===== config.mk =====
export PLATFORM = sky130hd
export DESIGN_NAME = seq_magnitude_comparator
export DESIGN_NICKNAME = d
export VERILOG_FILES = /design/src/rtl/seq_magnitude_comparator.sv
export SDC_FILE = /design/constraint.sdc
export NUM_CORES = 1
export LEC_CHECK = 0
export ABC_AREA = 1
export CORE_ASPECT_RATIO = 1.4
export CORE_UTILIZATION = 30
export DETAILED_ROUTE_END_ITERATION = 10
export SLEW_MARGIN = 20
export SYNTH_ARGS = -nofsm -noshare
export SYNTH_HDL_FRONTEND = slang
export SYNTH_SLANG_ARGS = --single-unit

===== constraint.sdc =====
create_clock -name clk -period 2.2 [get_ports clk]
set_clock_uncertainty 0.05 [all_clocks]
set_input_delay 0.44 -clock clk [delete_from_list [all_inputs] [get_ports clk]]
set_output_delay 0.44 -clock clk [all_outputs]
set_load 0.05 [all_outputs]

===== src/rtl/seq_magnitude_comparator.sv =====
// Multi-cycle magnitude comparator: CHUNK bits per cycle, MSB chunk first, early exit; CMP_SIGNED_EN adds signed_mode.
// Latency: k edges from accept to out_valid (k = first differing chunk index + 1, max WIDTH/CHUNK).
// Backpressure: result held until out_ready; in_ready only in IDLE or while a held result is being taken.
module seq_magnitude_comparator #(
  parameter int WIDTH = 16,
  parameter int CHUNK = 4
) (
  input  logic                                 clk,
  input  logic                                 rst,
  input  logic                                 in_valid,
  output logic                                 in_ready,
  input  logic [WIDTH-1:0]                     A,
  input  logic [WIDTH-1:0]                     B,
`ifdef CMP_SIGNED_EN
  input  logic                                 signed_mode,
`endif
  output logic                                 out_valid,
  input  logic                                 out_ready,
  output logic                                 A_is_greater,
  output logic                                 B_is_greater,
  output logic                                 are_equal,
  output logic [$clog2(WIDTH/CHUNK+1)-1:0]     chunks_used
);

  localparam int N  = WIDTH / CHUNK;
  localparam int CW = $clog2(N + 1);
  localparam logic [CW-1:0] LAST_IDX = CW'(N - 1);
  localparam logic [CW-1:0] ALL_USED = CW'(N);

  typedef enum logic [1:0] {
    IDLE = 2'd0,
    BUSY = 2'd1,
    DONE = 2'd2
  } state_t;

  state_t            state;
  logic [WIDTH-1:0]  a_q;
  logic [WIDTH-1:0]  b_q;
  logic [CW-1:0]     idx;
  logic [WIDTH-1:0]  a_load;
  logic [WIDTH-1:0]  b_load;
  logic [CHUNK-1:0]  a_chunk;
  logic [CHUNK-1:0]  b_chunk;
  logic              accept;

  assign in_ready = (state == IDLE) || ((state == DONE) && out_ready);
  assign accept   = in_valid && in_ready;

  // Operands shift left after each equal chunk, so the live chunk is always the top slice.
  assign a_chunk = a_q[WIDTH-1 -: CHUNK];
  assign b_chunk = b_q[WIDTH-1 -: CHUNK];

  // Flipping the sign bit of both operands maps two's complement order onto unsigned order.
  always_comb begin
    a_load = A;
    b_load = B;
`ifdef CMP_SIGNED_EN
    if (signed_mode) begin
      a_load[WIDTH-1] = ~A[WIDTH-1];
      b_load[WIDTH-1] = ~B[WIDTH-1];
    end
`endif
  end

  always_ff @(posedge clk or posedge rst) begin
    if (rst) begin
      state        <= IDLE;
      a_q          <= '0;
      b_q          <= '0;
      idx          <= '0;
      out_valid    <= 1'b0;
      A_is_greater <= 1'b0;
      B_is_greater <= 1'b0;
      are_equal    <= 1'b0;
      chunks_used  <= '0;
    end else begin
      case (state)
        IDLE: begin
          if (accept) begin
            a_q   <= a_load;
            b_q   <= b_load;
            idx   <= '0;
            state <= BUSY;
          end
        end
        BUSY: begin
          if (a_chunk != b_chunk) begin
            A_is_greater <= (a_chunk > b_chunk);
            B_is_greater <= (a_chunk < b_chunk);
            chunks_used  <= idx + CW'(1);
            out_valid    <= 1'b1;
            state        <= DONE;
          end else if (idx == LAST_IDX) begin
            are_equal   <= 1'b1;
            chunks_used <= ALL_USED;
            out_valid   <= 1'b1;
            state       <= DONE;
          end else begin
            idx <= idx + CW'(1);
            a_q <= a_q << CHUNK;
            b_q <= b_q << CHUNK;
          end
        end
        DONE: begin
          if (out_ready) begin
            out_valid    <= 1'b0;
            A_is_greater <= 1'b0;
            B_is_greater <= 1'b0;
            are_equal    <= 1'b0;
            if (accept) begin
              a_q   <= a_load;
              b_q   <= b_load;
              idx   <= '0;
              state <= BUSY;
            end else begin
              state <= IDLE;
            end
          end
        end
        default: state <= IDLE;
      endcase
    end
  end

endmodule

==> Word-level counts from Yosys, hierarchy flattened <==
Index checks and enable logic that the tools add are counted.
{ "word_totals": {"output_inout_bits": 8, "inputBits": 36, "ff_bits": 44} }
{ "classes": {"order_cmp": 2, "mux": 33, "add_sub_neg": 1, "eq_ne": 11, "reduce_logical": 13} }
{ "ops": {"columns": ["op", "count"], "rows": [
  ["$mux W16", 8],
  ["$pmux W16 S3", 2],
  ["$mux W3", 6],
  ["$ne A2 B2 Y1 const B", 6],
  ["$pmux W3 S3", 1],
  ["$reduce_and A3 Y1", 3],
  ["$mux W2", 4],
  ["$pmux W1 S2", 4],
  ["$reduce_and A4 Y1", 2],
  ["$mux W1", 7],
  ["$pmux W2 S3", 1],
  ["$gt A4 B4 Y1", 1],
  ["$lt A4 B4 Y1", 1],
  ["$ne A4 B4 Y1", 1],
  ["$reduce_bool A2 Y1", 2],
  ["$add A3 B1 Y3 const B", 1],
  ["$eq A3 B2 Y1 const B", 1],
  ["$ne A3 B3 Y1 const B", 1],
  ["$reduce_bool A3 Y1", 1],
  ["$eq A2 B1 Y1 const B", 1],
  ["$eq A2 B2 Y1 const B", 1],
  ["$logic_and A1 B1 Y1", 2],
  ["$logic_not A2 Y1", 1],
  ["$reduce_and A2 Y1", 1],
  ["$logic_or A1 B1 Y1", 1]
]} }

==> Logic depth before layout (Yosys ltp) <==
{ "depth": {"word_depth": 7, "depth_mapped": 9} }

==> Least setup slack after synthesis <==
Ideal clock, no wire load.
{ "synth_timing": {"path_kind": "register to register", "start": "reg a_q[15]", "end": "reg idx[0]", "setup_time_ps": 116, "setup_slack_ps": 662, "n_path_buf": 1, "path_stages_with_launch": 8, "required_ps": 2034, "arrival_ps": 1372, "path_cell_list": "dfrtp_1 > ha_1 > nand2_1 > nor2_4 > nand3_4 > buf_2 > nand3_1 > nand2_1"} }
{ "synth_between": {"elab_chain_cells": 3} }
{ "synth_rtl": {"columns": ["item", "line", "text"], "rows": [
  ["start: declaration", "37", "logic [WIDTH-1:0] a_q;"],
  ["start signal: assignment", "80", "a_q <= a_load;"],
  ["start signal: assignment", "100", "a_q <= a_q << CHUNK;"],
  ["start signal: assignment", "111", "a_q <= a_load;"],
  ["$ne A4 B4 Y1", "87", "if (a_chunk != b_chunk) begin"],
  ["$ne A2 B2 Y1 (no line)", null, null],
  ["$reduce_and A4 Y1 (no line)", null, null],
  ["end signal: assignment", "99", "idx <= idx + CW'(1);"],
  ["end: declaration", "39", "logic [CW-1:0] idx;"]
]} }
Every way passes these cells.
A chain may end at the register's enable or synchronous reset.

==> Worst setup path in the final report <==
{ "layout_timing": {"start": "reg A_is_greater", "end": "out A_is_greater"} }
{ "layout_lines": {"columns": ["item", "line", "text"], "rows": [
  ["start: declaration", "19", "output logic A_is_greater,"],
  ["start signal: assignment", "88", "A_is_greater <= (a_chunk > b_chunk);"]
]} }
No word-level cell between the ends.

==> impl_metrics.yaml <==
run:
  drv_cap: 0
timing:
  fmax_ghz: 0.5139
  timing.slew.headroom_pct: 56.15
  setup_violations: 0
  rsz0062_at_grt: "no"
  drv_slew: 0
  final_hold_viol_count: 0
  finalCritPeriodShare_pct: 88.45
  period_needed_ns: 1.946
  tightest_slew_ns: 0.6554
  fin_tns_setup_ns: 0
  timing.final.ws_setup_ns: 0.2542
hold_path:
  hold_class: "reg2reg"
  worstHoldStart: "chunks_used[0]"
clock_tree:
  cts_root_buffer: "clkbuf_8"
  cts_htree_levels: 2
  clk_path_buf_depth: 2
  cts-resized-gates: 0
  cts_setup_buffers: 0
  cts_hold_buf: 0
  insertion_delay_ns: 0.29
  cts_made_buffers: 5
  cts.sinks: 44
  path_clk_slew_ns: 0.08
  cts_tree: "built"
yosys:
  synth-edff-count: 0
  ys_seq_elements: 44
  yosysUniqueCellTypes: 20
  avgSynthCellArea_um2: 7.688
  synth_area_um2: 2345
  async_flop_share_pct: 100.0
  yosysWarnings: 0
  syn_nets: 347
  ys_seq_area_share_pct: 46.96
  syn_inst: 305
  ys.flop_type: "dfrtp_1"
placement:
  dpl_worst_slack_ns: 0.2421
  port-buffer-count: 43
  placed_cell_area_um2: 2855
  dp.cells: 435
  gp_congestion: 0.7353
  dpl.hpwl_um: 3457
worst_setup_path:
  slowest_delay_ns: 0.80
  path_class: "reg2out"
  worst_ep_required_time_ns: 1.71
  crit_slowest_cell: "clkdlybuf4s50_1"
  r2r-end: "a_q[5]"
  rr_worst_depth: 8
  cp_cell_sequence: "clkdlybuf4s50_1"
  critPathLaunchType: "register"
  crit_cells: 1
  cp.arrival_ns: 1.46
  cp-startpoint: "A_is_greater"
  r2r_slack_ns: 0.31
  cp-end-kind: "output pin"
  critical_path.endpoint: "A_is_greater"
  critPathMaxFanout: 2
  crit_buf_inv: 1
  path_delay_family: "buffers and inverters"
  reg2reg_from: "b_q[15]"
power:
  vdd_drop_max_uv: 684.6
  p_leak_nw: 1.542
  power.density_nw_per_um2: 1384
global_route:
  grt_max_degree: 45
  grt_pass1_wl_um: 9335
  track_usage_pct: 14.33
  grt_pass1_vias: 2105
  grt_overflow: 0
  met3_usage_pct: 2.468
  use_met2_pct: 25.89
  use_met1_pct: 16.75
  antenna_found_initial: 0
  busiest_layer: "met2"
finish:
  area.growth.synth_to_final_pct: 27.16
  post_route_cells_drive_above_1_share_pct: 7.225
  fin_area_um2: 2982
  fin_nets: 387
  num_antenna_cells: 0
  instances_no_fill: 443
die:
  io_pins: 44
  rows: 37
  design.core.area_um2: 7453
  die-height_um: 106.6
  die_area_um2: 8178
  start_util_pct: 31.46
  die_width_um: 76.72
drt:
  vias: 1997
  drt-initial-drc-count: 58
  routed_via_density: 4.508
  antenna_left: 0
  wl_um: 5105
  dr.pass1.iters: 4
  drcViolationCount: 0
  wl_per_cell_um: 11.52
status:
  status: "finished clean"
## tightest hold or removal path, delay by kind of cell, from the launching register on
family	cells	cell delay (ns)
and+or+nand+nor	2	0.09
DFF	1	0.35
## per-stage QoR
step                      util, %  hold WS, ns  total power, W
after floorplan                 -       0.4217        0.003006
after global placement      38.31       0.4076        0.003449
after detailed placement    38.31       0.4117        0.003501
after CTS                   40.00       0.4330        0.004192
after global routing        40.00       0.4716        0.004536
final                       40.00       0.4263        0.004125
## layout by cell type (no fill, tap or decap)
cell	synthesis	final
bufinv_16	0	1
nand2_8	3	3
buf_12	0	2
buf_4	6	4
nand2_1	161	161
nand4_1	9	9
nand3_4	2	2
a21oi_1	1	1
inv_1	13	12
o21ai_1	1	1
clkdlybuf4s50_1	0	42
inv_2	2	2
nand2_2	2	2
clkbuf_8	0	7
nand3_1	39	39
clkinv_1	0	1
dfrtp_1	44	44
nor2_1	4	4
o21ai_0	1	1
nor2_2	1	1
ha_1	6	6
nor2_4	1	1
## cell families (layout without fill, tap and decap cells)
group | after synthesis | after routing | synth area share (%)
adders and majority gates | 6 | 6 | 3.202
and+or+nand+nor | 222 | 222 | 42.48
AOI/OAI and AO/OA | 3 | 3 | 0.6397
DFF | 44 | 44 | 46.96
buffers and inverters | 30 | 71 | 6.724
## area by class of cell
class	instances	area (um^2)
clock buffer	7	96.34
clock inverter	1	30.03
fill	788	4472
inverter	15	56.30
multi-input combinational	231	1086
sequential	44	1101
tap	97	121.4
timing repair buffer	48	490.5
## how the worst min path moves through the flow
stage / end / slack [ns] / cells past startpoint
6_report: chunks_used[0] / 0.43 / 2
5_1_grt: chunks_used[1] / 0.47 / 2
4_1_cts: chunks_used[1] / 0.43 / 2
3_5_place_dp: chunks_used[1] / 0.41 / 2
3_3_place_gp: are_equal / 0.41 / 2
2_1_floorplan: a_q[0] / 0.42 / 2
## sequential cells by signal, summed over array words and instances, names as in the netlist
name          count
b_q              16
chunks_used       3
out_valid         1
are_equal         1
B_is_greater      1
a_q              16
idx               3
A_is_greater      1
state             2
## metal layers
layer / wire length (um) / share of wire, %
met1: 2331 / 46
met2: 2516 / 49
met3: 179 / 3.5
met4: 78 / 1.5
met5: 0 / 0
## cell usage after synthesis (3+ instances only)
master	n	area, um^2
nand2_1	161	604.3
dfrtp_1	44	1101
inv_1	13	48.80
nand4_1	9	56.30
nand2_8	3	60.06
nand3_1	39	195.2
buf_4	6	45.04
buf_2	6	30.03
ha_1	6	75.07
nor2_1	4	15.01
## power by group
group,switching (W),internal [W]
Combinational,0.00134,0.000726
Sequential,0.000204,0.00118
Clock,0.000275,0.000401
(Power assumes the default switching activity.)
